### src/rtl/hazard_ctrl_if.sv
// Hazard controller bus: pipeline register/source info in, stall/flush/forward controls out.
interface hazard_ctrl_if #(
  parameter int unsigned REG_W = 5
);

  logic [REG_W-1:0] RsD;
  logic [REG_W-1:0] RtD;
  logic [REG_W-1:0] RsE;
  logic [REG_W-1:0] RtE;
  logic [REG_W-1:0] WriteRegE;
  logic [REG_W-1:0] WriteRegM;
  logic [REG_W-1:0] WriteRegW;
  logic             RegWriteE;
  logic             RegWriteM;
  logic             RegWriteW;
  logic             MemtoRegE;
  logic             MemtoRegM;
  logic             BranchD;
  logic             JumpD;
  logic             PCSrcD;
  logic             MdUseD;
  logic             MdStartE;

  logic             StallF;
  logic             StallD;
  logic             FlushD;
  logic             FlushE;
  logic             ForwardAD;
  logic             ForwardBD;
  logic [1:0]       ForwardAE;
  logic [1:0]       ForwardBE;
  logic             MdBusy;

  // Hazard controller side
  modport slave (
    input  RsD, RtD, RsE, RtE, WriteRegE, WriteRegM, WriteRegW,
    input  RegWriteE, RegWriteM, RegWriteW, MemtoRegE, MemtoRegM,
    input  BranchD, JumpD, PCSrcD, MdUseD, MdStartE,
    output StallF, StallD, FlushD, FlushE, ForwardAD, ForwardBD,
    output ForwardAE, ForwardBE, MdBusy
  );

  // Pipeline datapath side
  modport master (
    output RsD, RtD, RsE, RtE, WriteRegE, WriteRegM, WriteRegW,
    output RegWriteE, RegWriteM, RegWriteW, MemtoRegE, MemtoRegM,
    output BranchD, JumpD, PCSrcD, MdUseD, MdStartE,
    input  StallF, StallD, FlushD, FlushE, ForwardAD, ForwardBD,
    input  ForwardAE, ForwardBE, MdBusy
  );

endinterface

### src/rtl/hazard_ctrl.sv
// Pipeline hazard controller for the five-stage MIPS core.
// Detects load-use, branch-operand and mul/div hazards; drives stall/flush
// and forwarding selects. Optional macro HAZARD_BRANCH_FWD_EN enables Decode
// forwarding for branch comparators (shortening branch-after-ALU stalls).
module hazard_ctrl #(
  parameter int unsigned MD_LATENCY = 4,
  parameter int unsigned REG_W      = 5
) (
  input  logic         clk,
  input  logic         reset,
  hazard_ctrl_if.slave bus
);

  localparam int unsigned CNT_W = 4;
  localparam logic [CNT_W-1:0] CNT_LOAD = CNT_W'(MD_LATENCY - 1);

  typedef enum logic {
    IDLE = 1'b0,
    BUSY = 1'b1
  } md_state_t;

  md_state_t        r_state;
  logic [CNT_W-1:0] r_cnt;

  logic       w_lwstall;
  logic       w_branchstall;
  logic       w_mdstall;
  logic       w_stall;
  logic       w_flush_d;
  logic       w_fwd_ad;
  logic       w_fwd_bd;
  logic [1:0] w_fwd_ae;
  logic [1:0] w_fwd_be;
  logic       w_e_hit_d;
  logic       w_m_hit_d;
  logic       w_busy;

  // A stage hits a source when it writes a nonzero register equal to that source
  function automatic logic reg_hit(input logic we, input logic [REG_W-1:0] dst,
                                   input logic [REG_W-1:0] src);
    return we && (dst != '0) && (dst == src);
  endfunction

  // Execute forwarding selects: M result has priority over W result
  always_comb begin
    w_fwd_ae = 2'b00;
    w_fwd_be = 2'b00;
    if (reg_hit(bus.RegWriteM, bus.WriteRegM, bus.RsE)) begin
      w_fwd_ae = 2'b10;
    end else if (reg_hit(bus.RegWriteW, bus.WriteRegW, bus.RsE)) begin
      w_fwd_ae = 2'b01;
    end
    if (reg_hit(bus.RegWriteM, bus.WriteRegM, bus.RtE)) begin
      w_fwd_be = 2'b10;
    end else if (reg_hit(bus.RegWriteW, bus.WriteRegW, bus.RtE)) begin
      w_fwd_be = 2'b01;
    end
  end

  assign w_e_hit_d = reg_hit(bus.RegWriteE, bus.WriteRegE, bus.RsD) ||
                     reg_hit(bus.RegWriteE, bus.WriteRegE, bus.RtD);
  assign w_m_hit_d = reg_hit(bus.RegWriteM, bus.WriteRegM, bus.RsD) ||
                     reg_hit(bus.RegWriteM, bus.WriteRegM, bus.RtD);

  assign w_lwstall = bus.MemtoRegE && (bus.WriteRegE != '0) &&
                     ((bus.WriteRegE == bus.RsD) || (bus.WriteRegE == bus.RtD));

`ifdef HAZARD_BRANCH_FWD_EN
  // Branch operands can come from M via the Decode bypass unless M is a load
  assign w_fwd_ad      = reg_hit(bus.RegWriteM, bus.WriteRegM, bus.RsD);
  assign w_fwd_bd      = reg_hit(bus.RegWriteM, bus.WriteRegM, bus.RtD);
  assign w_branchstall = bus.BranchD && (w_e_hit_d || (bus.MemtoRegM && w_m_hit_d));
`else
  // No Decode bypass: a branch waits until its producer reaches W
  logic w_unused_memtoreg_m;
  assign w_unused_memtoreg_m = bus.MemtoRegM;
  assign w_fwd_ad      = 1'b0;
  assign w_fwd_bd      = 1'b0;
  assign w_branchstall = bus.BranchD && (w_e_hit_d || w_m_hit_d);
`endif

  assign w_busy    = (r_state == BUSY);
  assign w_mdstall = w_busy && bus.MdUseD;
  assign w_stall   = w_lwstall || w_branchstall || w_mdstall;
  assign w_flush_d = (bus.PCSrcD || bus.JumpD) && !w_stall;

  // Outputs forced low while reset is asserted
  assign bus.StallF    = !reset && w_stall;
  assign bus.StallD    = !reset && w_stall;
  assign bus.FlushE    = !reset && w_stall;
  assign bus.FlushD    = !reset && w_flush_d;
  assign bus.ForwardAD = !reset && w_fwd_ad;
  assign bus.ForwardBD = !reset && w_fwd_bd;
  assign bus.ForwardAE = reset ? 2'b00 : w_fwd_ae;
  assign bus.ForwardBE = reset ? 2'b00 : w_fwd_be;
  assign bus.MdBusy    = !reset && w_busy;

  // Mul/div occupancy tracker; a start while busy restarts the window
  always_ff @(posedge clk) begin
    if (reset) begin
      r_state <= IDLE;
      r_cnt   <= '0;
    end else begin
      case (r_state)
        IDLE: begin
          if (bus.MdStartE) begin
            r_state <= BUSY;
            r_cnt   <= CNT_LOAD;
          end
        end
        BUSY: begin
          if (bus.MdStartE) begin
            r_cnt <= CNT_LOAD;
          end else if (r_cnt != '0) begin
            r_cnt <= r_cnt - CNT_W'(1);
          end else begin
            r_state <= IDLE;
          end
        end
        default: begin
          r_state <= IDLE;
          r_cnt   <= '0;
        end
      endcase
    end
  end

endmodule

### src/flat_wrapper.sv
// flat-port wrapper written by rule: the top's interface ports become plain ports
module hazard_ctrl_flat 
#(
  parameter int unsigned MD_LATENCY = 4,
  parameter int unsigned REG_W      = 5
)
  (clk, reset, bus_RsD, bus_RtD, bus_RsE, bus_RtE, bus_WriteRegE, bus_WriteRegM, bus_WriteRegW, bus_RegWriteE, bus_RegWriteM, bus_RegWriteW, bus_MemtoRegE, bus_MemtoRegM, bus_BranchD, bus_JumpD, bus_PCSrcD, bus_MdUseD, bus_MdStartE, bus_StallF, bus_StallD, bus_FlushD, bus_FlushE, bus_ForwardAD, bus_ForwardBD, bus_ForwardAE, bus_ForwardBE, bus_MdBusy);
  hazard_ctrl_if #(.REG_W(REG_W)) bus_i ();
  input  logic clk;
  input  logic reset;
  input wire logic [$bits(bus_i.RsD)-1:0] bus_RsD;
  input wire logic [$bits(bus_i.RtD)-1:0] bus_RtD;
  input wire logic [$bits(bus_i.RsE)-1:0] bus_RsE;
  input wire logic [$bits(bus_i.RtE)-1:0] bus_RtE;
  input wire logic [$bits(bus_i.WriteRegE)-1:0] bus_WriteRegE;
  input wire logic [$bits(bus_i.WriteRegM)-1:0] bus_WriteRegM;
  input wire logic [$bits(bus_i.WriteRegW)-1:0] bus_WriteRegW;
  input wire logic [$bits(bus_i.RegWriteE)-1:0] bus_RegWriteE;
  input wire logic [$bits(bus_i.RegWriteM)-1:0] bus_RegWriteM;
  input wire logic [$bits(bus_i.RegWriteW)-1:0] bus_RegWriteW;
  input wire logic [$bits(bus_i.MemtoRegE)-1:0] bus_MemtoRegE;
  input wire logic [$bits(bus_i.MemtoRegM)-1:0] bus_MemtoRegM;
  input wire logic [$bits(bus_i.BranchD)-1:0] bus_BranchD;
  input wire logic [$bits(bus_i.JumpD)-1:0] bus_JumpD;
  input wire logic [$bits(bus_i.PCSrcD)-1:0] bus_PCSrcD;
  input wire logic [$bits(bus_i.MdUseD)-1:0] bus_MdUseD;
  input wire logic [$bits(bus_i.MdStartE)-1:0] bus_MdStartE;
  output wire logic [$bits(bus_i.StallF)-1:0] bus_StallF;
  output wire logic [$bits(bus_i.StallD)-1:0] bus_StallD;
  output wire logic [$bits(bus_i.FlushD)-1:0] bus_FlushD;
  output wire logic [$bits(bus_i.FlushE)-1:0] bus_FlushE;
  output wire logic [$bits(bus_i.ForwardAD)-1:0] bus_ForwardAD;
  output wire logic [$bits(bus_i.ForwardBD)-1:0] bus_ForwardBD;
  output wire logic [$bits(bus_i.ForwardAE)-1:0] bus_ForwardAE;
  output wire logic [$bits(bus_i.ForwardBE)-1:0] bus_ForwardBE;
  output wire logic [$bits(bus_i.MdBusy)-1:0] bus_MdBusy;
  assign bus_i.RsD = bus_RsD;
  assign bus_i.RtD = bus_RtD;
  assign bus_i.RsE = bus_RsE;
  assign bus_i.RtE = bus_RtE;
  assign bus_i.WriteRegE = bus_WriteRegE;
  assign bus_i.WriteRegM = bus_WriteRegM;
  assign bus_i.WriteRegW = bus_WriteRegW;
  assign bus_i.RegWriteE = bus_RegWriteE;
  assign bus_i.RegWriteM = bus_RegWriteM;
  assign bus_i.RegWriteW = bus_RegWriteW;
  assign bus_i.MemtoRegE = bus_MemtoRegE;
  assign bus_i.MemtoRegM = bus_MemtoRegM;
  assign bus_i.BranchD = bus_BranchD;
  assign bus_i.JumpD = bus_JumpD;
  assign bus_i.PCSrcD = bus_PCSrcD;
  assign bus_i.MdUseD = bus_MdUseD;
  assign bus_i.MdStartE = bus_MdStartE;
  assign bus_StallF = bus_i.StallF;
  assign bus_StallD = bus_i.StallD;
  assign bus_FlushD = bus_i.FlushD;
  assign bus_FlushE = bus_i.FlushE;
  assign bus_ForwardAD = bus_i.ForwardAD;
  assign bus_ForwardBD = bus_i.ForwardBD;
  assign bus_ForwardAE = bus_i.ForwardAE;
  assign bus_ForwardBE = bus_i.ForwardBE;
  assign bus_MdBusy = bus_i.MdBusy;
  hazard_ctrl #(.MD_LATENCY(MD_LATENCY), .REG_W(REG_W)) u_core (.clk(clk), .reset(reset), .bus(bus_i));
endmodule
### config.mk
export PLATFORM = sky130hd
export DESIGN_NAME = hazard_ctrl_flat
export DESIGN_NICKNAME = d
export VERILOG_FILES = /design/src/rtl/hazard_ctrl_if.sv /design/src/rtl/hazard_ctrl.sv /design/src/flat_wrapper.sv
export SDC_FILE = /design/constraint.sdc
export NUM_CORES = 1
export LEC_CHECK = 0
export BUFFER_PORTS_ARGS = -buffer_cell sky130_fd_sc_hd__buf_4
export CELL_PAD_IN_SITES_DETAIL_PLACEMENT = 1
export CELL_PAD_IN_SITES_GLOBAL_PLACEMENT = 1
export CORE_UTILIZATION = 28
export DETAILED_ROUTE_END_ITERATION = 10
export GPL_ROUTABILITY_DRIVEN = 0
export PLACE_DENSITY_LB_ADDON = 0.05
export SYNTH_ARGS = -nofsm -noshare
export SYNTH_HDL_FRONTEND = slang
export SYNTH_SLANG_ARGS = --single-unit
### constraint.sdc
create_clock -name clk -period 3.6 [get_ports clk]
set_input_delay 1.08 -clock clk [delete_from_list [all_inputs] [get_ports clk]]
set_output_delay 1.08 -clock clk [all_outputs]
set_load 0.03 [all_outputs]
==> out/qor.yml, run 1 <==
die:
  die_w_um: 57.4
  boundaryPins: 58
  initial_core_util_pct: 30.4
  dieArea_um2: 3300
  rows: 19
  fp.dieH_um: 57.4
  core_um2: 2830
pwr:
  p_leak_uw: 0.000593
  p_per_area_nw_per_um2: 202
  p_total_uw: 283
  vdd.ir_drop.worst_mv: 0.0637
global_routing:
  grt-ovfl-total: 0
  use_met1_pct: 18.2
  grt_max_degree: 11
  met3_usage_pct: 0.907
  grt_pass1_vias: 1065
  met2_usage_pct: 36.0
  grt-busiest-layer: "met2"
  track_usage_pct: 17.4
  grt_pass1_wl_mm: 4.44
  antenna_found_initial: 0
sta:
  clock_skew_ns: 0.00268
  slew_violations: 0
  finalHoldViolCount: 0
  period_minus_slack_ns: 3.56
  slew_headroom_pct: 55.1
  fin_crit_sh_pct: 98.9
  setup_viol: 0
  hold_slack_ns: 0.567
  rsz0062_at_grt: "yes"
  worstMarginPinSlew_ns: 0.668
  max_freq_mhz: 281
placed_design:
  place_inst: 191
  port_buffers: 54
  place_hpwl_mm: 2.46
  placed_area_um2: 1330
finish:
  fillers: 362
  diodes: 0
  stdcell_area_um2: 1400
  multiInputGateArea_um2: 754
  register_area_um2: 100
  syn_to_final_growth_pct: 62.6
  layout-drive-gt1-share_pct: 46.3
  fin_cells: 195
  fin_nets: 213
cts:
  cts.htree.levels: 1
  cts_tree: "yes"
  clk_path_buf_depth: 2
  clock-sinks: 5
  clk_pin_slew_ns: 0.04
  cts_buffers: 3
  clkLatencyLatePin_ns: 0.24
  cts_setup_buffers: 0
  cts_root_buf: "clkbuf_4"
routing:
  routed_wl_mm: 2.73
  drc: 1
  first_pass_iters: 6
  ant_nets: 0
  wl_per_cell_um: 14.0
  drtIter0Drc: 9
  vias: 938
  vias_per_cell: 4.81
worst_setup_path:
  path_max_fanout: 3
  worst_path_largest_cell_delay_ns: 0.52
  cp_cell_sequence: "buf_6 -> or4_4 -> o21a_4 -> o211ai_1 -> and4_1 -> buf_6"
  worstPathRequired_ns: 2.52
  slowest_stage: "or4_4"
  path_common_cell: "buf_6"
  worst_setup_path_start_kind: "primary input"
  cp_top_family: "simple AND/OR/NAND/NOR gates"
  cp.arrival_ns: 2.48
  criticalPathCategory: "primary input to output port"
  endpoint_kind: "output port"
  critPathBufInv: 2
yosys:
  yosys.cell_types.count: 30
  syn_area_um2: 861
  ys_ff_latch: 5
  yosysSeqAreaShare_pct: 11.6
  ys_warn_count: 0
  ys_top_cells_by_area: "xor2_1 22%, xnor2_1 20%, dfxtp_1 12%"
  synthCells: 110
  synthArstFlopShare_pct: 0
  synth_top_cell_area_share_pct: 22.4
  synthFlopType: "dfxtp_1"
  synth_top_area_cell: "xor2_1"
  avgSynthCellArea_um2: 7.83
  synth-edff-count: 0
status:
  failed_checks: "design-rule violations"
  status: "finished with violations"
job:
  drv_cap: 0
hold_path:
  min_path_type: "flop to flop"
synthesized netlist by cell type (2+ instances only):
library cell,count
nor3_1,7
nand2_1,2
buf_4,4
or4_1,4
nand3_1,4
a21oi_1,5
xnor2_1,20
inv_1,4
nor4_1,3
nor4_2,2
dfxtp_1,5
xor2_1,22
nor2b_1,2
nor3_2,2
nand4_2,2
nor2_1,5
clkbuf_1,4
cell families (layout without fill, tap and decap cells):
| family | Yosys count | count (layout) | share of synthesized area [%] |
|---|---|---|---|
| AOI/OAI and AO/OA | 12 | 12 | 8.29 |
| xor gates and xnor gates | 42 | 42 | 42.7 |
| adders and majority gates | 1 | 1 | 1.45 |
| buffers and inverters | 14 | 67 | 8.86 |
| DFF | 5 | 5 | 11.6 |
| other | 1 | 2 | 0.436 |
| and+or+nand+nor | 35 | 35 | 26.6 |
power by group:
| group | leakage [uW] | switching, uW | internal (uW) |
|---|---|---|---|
| combinational | 0.000537 | 77.2 | 80.7 |
| clock | 0.0000150 | 21.8 | 41.8 |
| sequential | 0.0000413 | 2.45 | 59.0 |
through the flow:
stage / setup TNS (ns) / utilization, % / setup WS [ns]
after CTS: -0.0123 / 48.5 / -0.0123
after floorplan: 0 / - / 0.0312
after global routing: -0.0746 / 49.5 / -0.0253
after global placement: -0.00812 / 47.0 / -0.00812
after detailed placement: -0.0266 / 47.0 / -0.0266
final: 0 / 49.5 / 0.0413
registers in the layout, indices dropped and copies added (netlist names):
name            count
u_core.r_state      1
u_core.r_cnt        4
layout by cell type, fill, tap and decap left out, drive strengths merged:
| master | instances |
|---|---|
| o31ai | 1 |
| and4 | 1 |
| ha | 1 |
| nand3 | 4 |
| nor3 | 9 |
| nand2 | 2 |
| nor4 | 5 |
| nor2 | 5 |
| xor2 | 22 |
| xnor2 | 20 |
| a21oi | 5 |
| inv | 4 |
| o211ai | 1 |
| nand4 | 2 |
| o21ai | 2 |
| buf | 59 |
| nor3b | 1 |
| a31oi | 1 |
| or4 | 4 |
| dfxtp | 5 |
| clkbuf | 4 |
| a211oi | 1 |
| conb | 2 |
| o21a | 1 |
| nor2b | 2 |
path summary, 6_finish.rpt:
path                            slack (ns)              from  depth (start not counted)         endpoint
worst max-delay path                  0.04  bus_WriteRegM[4]                          6       bus_FlushD
worst min-delay path                  0.57   u_core.r_cnt[1]                          2  u_core.r_cnt[1]
worst max register to register        1.84   u_core.r_cnt[0]                          7  u_core.r_cnt[1]
worst min register to register        0.57   u_core.r_cnt[1]                          2  u_core.r_cnt[1]
timing repair:
| action | CTS | global route |
|---|---|---|
| pin swaps | 4 | 3 |
| gates resized for setup | 4 | 7 |
| hold buffers | 0 | 0 |
| endpoints found under the setup margin | 1 | 6 |
| cloned | 0 | 0 |
layout make-up:
cell class | instances | area share [%]
clock buffer | 4 | 1.88
inverter | 4 | 1.07
multi-input combinational | 92 | 53.9
sequential | 5 | 7.15
tap | 31 | 2.77
timing repair buffer | 59 | 33.2
layer usage:
| metal | vias to the layer above | routed length (um) |
|---|---|---|
| li1 | 476 | - |
| met1 | 439 | 1050 |
| met2 | 23 | 1590 |
| met3 | 0 | 87 |
| met4 | 0 | 0 |
| met5 | - | 0 |
worst register-to-register path, cell delays in order, from the launching register on:
cell and delay [ns]:
dfxtp_1 0.30, inv_1 0.09, ha_1 0.19, inv_1 0.05, o31ai_1 0.55, nor2_1 0.09
a211oi_1 0.29, nor2_1 0.07
Power figures use the tool's default switching activity.
==> inputs of run 2 (changes only) <==
--- a/config.mk
+++ b/config.mk
@@ -11,7 +11,7 @@
 export CORE_UTILIZATION = 28
 export DETAILED_ROUTE_END_ITERATION = 10
 export GPL_ROUTABILITY_DRIVEN = 0
-export PLACE_DENSITY_LB_ADDON = 0.05
+export PLACE_DENSITY = 0.77
 export SYNTH_ARGS = -nofsm -noshare
 export SYNTH_HDL_FRONTEND = slang
 export SYNTH_SLANG_ARGS = --single-unit
==> run 2 against run 1 <==
Compared with the run above:
- the run still ends with design-rule violations left
- cell count is the same
- worst hold slack worse by 0.028 ns
- flip-flop and latch count unchanged
- sequential share of layout area about the same
- setup slack gained 0.0033 ns
- clock skew is 0.0029 ns higher
- sequential power about the same
- global-route usage grew 0.12 points
- via count is 4.2% higher
- combinational power about the same
- wire length increased by 2.9%
- register-to-register slack improved by 0.13 ns
- critical path type unchanged
- critical endpoint is now bus_StallD
==> out/qor.yml, run 2 (synthesis results as in run 1) <==
cts:
  cts_buffers: 3  # unchanged
  clk_path_buf_depth: 2  # unchanged
  hold_buffers: 0  # unchanged
  cts.htree.levels: 1  # unchanged
  cts_root_buf: "clkbuf_4"  # unchanged
  clk_pin_slew_ns: 0.05  # was 0.04 ns
  clock-sinks: 5  # unchanged
  cts_tree: "yes"  # unchanged
  clkLatencyLatePin_ns: 0.25  # was 0.24 ns
worst_setup_path:
  slowest_stage: "or4_4"  # unchanged
  cp_cell_sequence: "buf_6 -> or4_4 -> o21a_4 -> o211ai_1 -> buf_4 -> a31oi_4 -> buf_6"  # was buf_6 -> or4_4 -> o21a_4 -> o211ai_1 -> and4_1 -> buf_6
  endpoint_kind: "output port"  # unchanged
  worst_path_largest_cell_delay_ns: 0.52  # about the same
  cp.arrival_ns: 2.48  # about the same
  path_common_cell: "buf_6"  # unchanged
  worst_setup_path_start_kind: "primary input"  # unchanged
  criticalPathCategory: "primary input to output port"  # unchanged
  worstPathRequired_ns: 2.52  # about the same
  path_max_fanout: 3  # unchanged
sta:
  worstMarginPinSlew_ns: 0.643  # was 0.668 ns
  period_minus_slack_ns: 3.56  # about the same
  finalHoldViolCount: 0  # unchanged
  slew_violations: 0  # unchanged
  rsz0062_at_grt: "yes"  # unchanged
  clock_skew_ns: 0.00563  # was 0.00268 ns
  setup_viol: 0  # unchanged
  max_freq_mhz: 281  # about the same
  fin_crit_sh_pct: 98.8  # was 98.9%
  slew_headroom_pct: 56.8  # was 55.1%
finish:
  multiInputGateArea_um2: 749  # was 754 um2
  diodes: 0  # unchanged
  biggestRegsByFlops: "u_core.r_cnt (4), u_core.r_state (1)"  # unchanged
  regMostFlops: "u_core.r_cnt"  # unchanged
  most-common-layout-cells: "52 x buf_4, 22 x xor2_1, 20 x xnor2_1, 7 x buf_6, 6 x nor3_1"  # was 53 x buf_4, 22 x xor2_1, 20 x xnor2_1, 7 x nor3_1, 6 x buf_6
  syn_to_final_growth_pct: 62.5  # was 62.6%
  register_area_um2: 100  # unchanged
  layout-drive-gt1-share_pct: 45.1  # was 46.3%
  stdcell_area_um2: 1400  # about the same
  final_core_util_pct: 49.4  # was 49.5%
  fin_nets: 213  # unchanged
  final_common_cell: "buf_4"  # unchanged
  largest_reg_flops: 4  # unchanged
  fillers: 358  # was 362
global_routing:
  grt_pass1_wl_mm: 4.43  # was 4.44 mm
  grt-ovfl-total: 0  # unchanged
  grt_pass1_vias: 1024  # was 1065
  grt_max_degree: 11  # unchanged
  antenna_found_initial: 0  # unchanged
  track_usage_pct: 17.5  # was 17.4%
routing:
  vias_per_cell: 5.01  # was 4.81
  drc: 3  # was 1
  routed_wl_mm: 2.81  # was 2.73 mm
  wl_per_cell_um: 14.4  # was 14.0 um
  first_pass_iters: 7  # was 6
  vias: 977  # was 938
  ant_nets: 0  # unchanged
  drtIter0Drc: 26  # was 9
pwr:
  p_total_uw: 288  # was 283 uW
  vdd.ir_drop.worst_mv: 0.0731  # was 0.0637 mV
  p_per_area_nw_per_um2: 206  # was 202 nW/um2
  p_leak_uw: 0.000590  # was 0.000593 uW
placed_design:
  place_hpwl_mm: 2.44  # was 2.46 mm
  port_buffers: 54  # unchanged
  placed_area_um2: 1330  # unchanged
die:
  initial_core_util_pct: 30.4  # unchanged
  boundaryPins: 58  # unchanged
  dieArea_um2: 3300  # unchanged
  rows: 19  # unchanged
  die_w_um: 57.4  # unchanged
  fp.dieH_um: 57.4  # unchanged
  core_um2: 2830  # unchanged
status:
  failed_checks: "design-rule violations"  # unchanged
  status: "finished with violations"  # unchanged
job:
  drv_cap: 0  # unchanged
hold_path:
  min_path_type: "flop to flop"  # unchanged
## run 2: what timing repair did
action,in CTS,in global routing
setup buffers,0,0
setup endpoints to repair,0,5
resized for setup,0,11
## run 2: final cells by class
class / instances / area share, %
multi-input combinational: 92 / 53.6
timing repair buffer: 59 / 33.5
sequential: 5 / 7.16
tap: 31 / 2.77
clock buffer: 4 / 1.88
inverter: 4 / 1.07
## run 2: metrics by stage
| step | cells | worst slack (ns) | TNS [ns] | hold WS [ns] |
|---|---|---|---|---|
| 4_1_cts | 195 | 0.00308 | 0 | 0.536 |
| 2_1_floorplan | 111 | 0.0312 | 0 | 0.481 |
| 5_1_grt | 195 | -0.0186 | -0.0542 | 0.569 |
| 3_3_place_gp | 191 | 0.0273 | 0 | 0.503 |
| 3_5_place_dp | 191 | 0.00982 | 0 | 0.518 |
| 6_report | 195 | 0.0446 | 0 | 0.539 |
## run 2: where the power goes
group | internal [uW] | switching, uW | leakage [uW]
logic | 80.3 | 78.8 | 0.000534
clock network | 42.1 | 25.3 | 0.0000150
registers | 58.9 | 2.53 | 0.0000413
## run 2: final timing paths
path,startpoint,to,slack (ns),cells after the start
max,bus_WriteRegM[2],bus_StallD,0.04,7
min,u_core.r_cnt[1],u_core.r_cnt[1],0.54,2
max reg2reg,u_core.r_cnt[0],u_core.r_cnt[3],1.97,7
min reg2reg,u_core.r_cnt[1],u_core.r_cnt[1],0.54,2
## run 2: layer usage
layer	global-route usage, %	routed length [um]	up-vias
li1	-	-	477
met1	20.1	1090	455
met2	31.2	1500	43
met3	4.31	195	2
met4	6.27	16	0
met5	0	0	-
## run 2: critical path: cells and delay by family
kind	cells	cell delay (ns)
compound gates	3	0.46
simple gates	1	0.52
buf+inv	3	0.42
==> inputs of run 3 (changes only) <==
--- a/config.mk
+++ b/config.mk
@@ -11,7 +11,7 @@
 export CORE_UTILIZATION = 28
 export DETAILED_ROUTE_END_ITERATION = 10
 export GPL_ROUTABILITY_DRIVEN = 0
-export PLACE_DENSITY = 0.77
+export PLACE_DENSITY = 0.85
 export SYNTH_ARGS = -nofsm -noshare
 export SYNTH_HDL_FRONTEND = slang
 export SYNTH_SLANG_ARGS = --single-unit
==> run 3 against run 2 <==
Compared with the run above:
- the flow still finishes with violations (design-rule violations)
- flip-flop and latch count unchanged
- clock skew barely moved
- critical path depth is 1 lower
- critical endpoint is now bus_FlushD
==> out/qor.yml, run 3 (synthesis results as in run 1) <==
pwr:
  power.share.switching_pct: 37.7  # was 37.0%
  internal_power_uw: 180  # was 181 uW
  p_clk_share_pct: 24.5  # was 23.4%
  p_comb_share_pct: 54.3  # was 55.3%
  p_per_area_nw_per_um2: 209  # was 206 nW/um2
  p_leak_uw: 0.000586  # was 0.000590 uW
  seq_power_share_pct: 21.3  # about the same
  p_switching_uw: 109  # was 107 uW
  vdd.ir_drop.worst_mv: 0.0781  # was 0.0731 mV
placed_design:
  port_buffers: 54  # unchanged
  place_hpwl_mm: 2.53  # was 2.44 mm
  place_ws_ns: -0.0253  # was 0.00982 ns
  place_inst: 190  # was 191
global_routing:
  grt-ovfl-total: 0  # unchanged
  grt_pass1_wl_mm: 4.60  # was 4.43 mm
  grt_pass1_vias: 1072  # was 1024
  antenna_found_initial: 0  # unchanged
  track_usage_pct: 18.1  # was 17.5%
  grt_max_degree: 11  # unchanged
hold_path:
  min_path_type: "flop to flop"  # unchanged
worst_setup_path:
  worstPathRequired_ns: 2.52  # about the same
  path_max_fanout: 3  # unchanged
  endpoint_kind: "output port"  # unchanged
  worst_setup_path_start_kind: "primary input"  # unchanged
  criticalPathCategory: "primary input to output port"  # unchanged
  cp.arrival_ns: 2.48  # about the same
sta:
  max_freq_mhz: 281  # about the same
  setup_viol: 0  # unchanged
  slew_violations: 0  # unchanged
  slew_headroom_pct: 53.4  # was 56.8%
  worstMarginPinSlew_ns: 0.693  # was 0.643 ns
  rsz0062_at_grt: "yes"  # unchanged
  tns_ns: 0  # unchanged
  finalHoldViolCount: 0  # unchanged
  fin_crit_sh_pct: 98.9  # was 98.8%
  period_minus_slack_ns: 3.56  # about the same
  clock_skew_ns: 0.00545  # was 0.00563 ns
  setup_ws_ns: 0.0401  # was 0.0446 ns
routing:
  drc: 4  # was 3
  wl_per_cell_um: 14.7  # was 14.4 um
  ant_nets: 0  # unchanged
  vias: 974  # was 977
  routed_wl_mm: 2.86  # was 2.81 mm
  drtIter0Drc: 23  # was 26
  first_pass_iters: 6  # was 7
  vias_per_cell: 5.02  # was 5.01
job:
  drv_cap: 0  # unchanged
finish:
  layout-drive-gt1-share_pct: 45.4  # was 45.1%
  syn_to_final_growth_pct: 60.6  # was 62.5%
  fillers: 356  # was 358
  fin_nets: 212  # was 213
  biggestRegsByFlops: "u_core.r_cnt (4), u_core.r_state (1)"  # unchanged
  final_core_util_pct: 48.9  # was 49.4%
  regMostFlops: "u_core.r_cnt"  # unchanged
  diodes: 0  # unchanged
  fin_cells: 194  # was 195
  most-common-layout-cells: "54 x buf_4, 22 x xor2_1, 20 x xnor2_1, 7 x nor3_1"  # was 52 x buf_4, 22 x xor2_1, 20 x xnor2_1, 7 x buf_6, 6 x nor3_1
  multiInputGateArea_um2: 752  # was 749 um2
  largest_reg_flops: 4  # unchanged
  final_common_cell: "buf_4"  # unchanged
  register_area_um2: 100  # unchanged
die:
  boundaryPins: 58  # unchanged
  core_um2: 2830  # unchanged
  rows: 19  # unchanged
  initial_core_util_pct: 30.4  # unchanged
  dieArea_um2: 3300  # unchanged
  die_w_um: 57.4  # unchanged
  fp.dieH_um: 57.4  # unchanged
cts:
  cts.htree.levels: 1  # unchanged
  clk_path_buf_depth: 2  # unchanged
  clock-sinks: 5  # unchanged
  clk_pin_slew_ns: 0.05  # about the same
  cts_tree: "yes"  # unchanged
  cts_root_buf: "clkbuf_4"  # unchanged
  clkLatencyLatePin_ns: 0.26  # was 0.25 ns
  cts_buffers: 3  # unchanged
status:
  failed_checks: "design-rule violations"  # unchanged
  status: "finished with violations"  # unchanged
==> run 3: cell types whose count changed in the layout (fill, tap and decap cells not counted) <==
cell,before,now
nor3_1,6,7
or4_1,3,1
buf_4,52,54
or4_4,1,3
buf_6,7,4
nor3_2,3,2
==> run 3: cell type report <==
cell class                      count  share of cell area (%)
Tap cell                           31                    2.81
Inverter                            4                    1.09
Sequential cell                     5                    7.24
Timing Repair Buffer               58                    32.6
Multi-Input combinational cell     92                    54.4
Clock buffer                        4                    1.90
==> run 3: power by group through the flow <==
stage | logic, uW | registers, uW | clock network (uW)
global route | 170 | 61.9 | 75.4
finish | 157 | 61.6 | 70.9
global placement | 147 | 62.2 | 0
floorplan | 86.5 | 61.6 | 0
CTS | 156 | 61.7 | 71.2
detailed placement | 153 | 62.6 | 0
==> run 3: metal layers <==
metal / vias to the layer above / track usage, % / part of all wire [%]
li1: 475 / - / -
met1: 461 / 19.3 / 38
met2: 31 / 35.0 / 56
met3: 7 / 1.81 / 4.0
met4: 0 / 8.36 / 2.3
met5: - / 0 / 0
==> run 3: timing repair <==
action / 4_1_cts / 5_1_grt
cloned: 0 / 0
resized for setup: 4 / 4
setup endpoints to repair: 1 / 6
buffers inserted: 0 / 0
hold buffers: 0 / 0
pin swaps: 4 / 3
==> run 3: path summary, 6_finish.rpt <==
check,from,endpoint,slack (ns),cells past startpoint
hold / removal,u_core.r_cnt[1],u_core.r_cnt[1],0.54,2
setup reg to reg,u_core.r_cnt[0],u_core.r_cnt[3],1.92,7
setup / recovery,bus_WriteRegM[3],bus_FlushD,0.04,6
hold reg to reg,u_core.r_cnt[1],u_core.r_cnt[1],0.54,2
==> run 3: stage by stage <==
step | total power, uW | hold slack [ns] | instance area, um2
after floorplan | 148 | 0.481 | 910
after global placement | 209 | 0.507 | 1320
after detailed placement | 216 | 0.536 | 1320
after CTS | 289 | 0.551 | 1360
after global routing | 308 | 0.580 | 1380
final | 290 | 0.539 | 1380
==> run 3: worst max-delay path, stage by stage <==
cell and delay [ns]:
buf_6 0.09, or4_4 0.53, o21a_4 0.23, o211ai_1 0.16, and4_1 0.26, buf_6 0.13
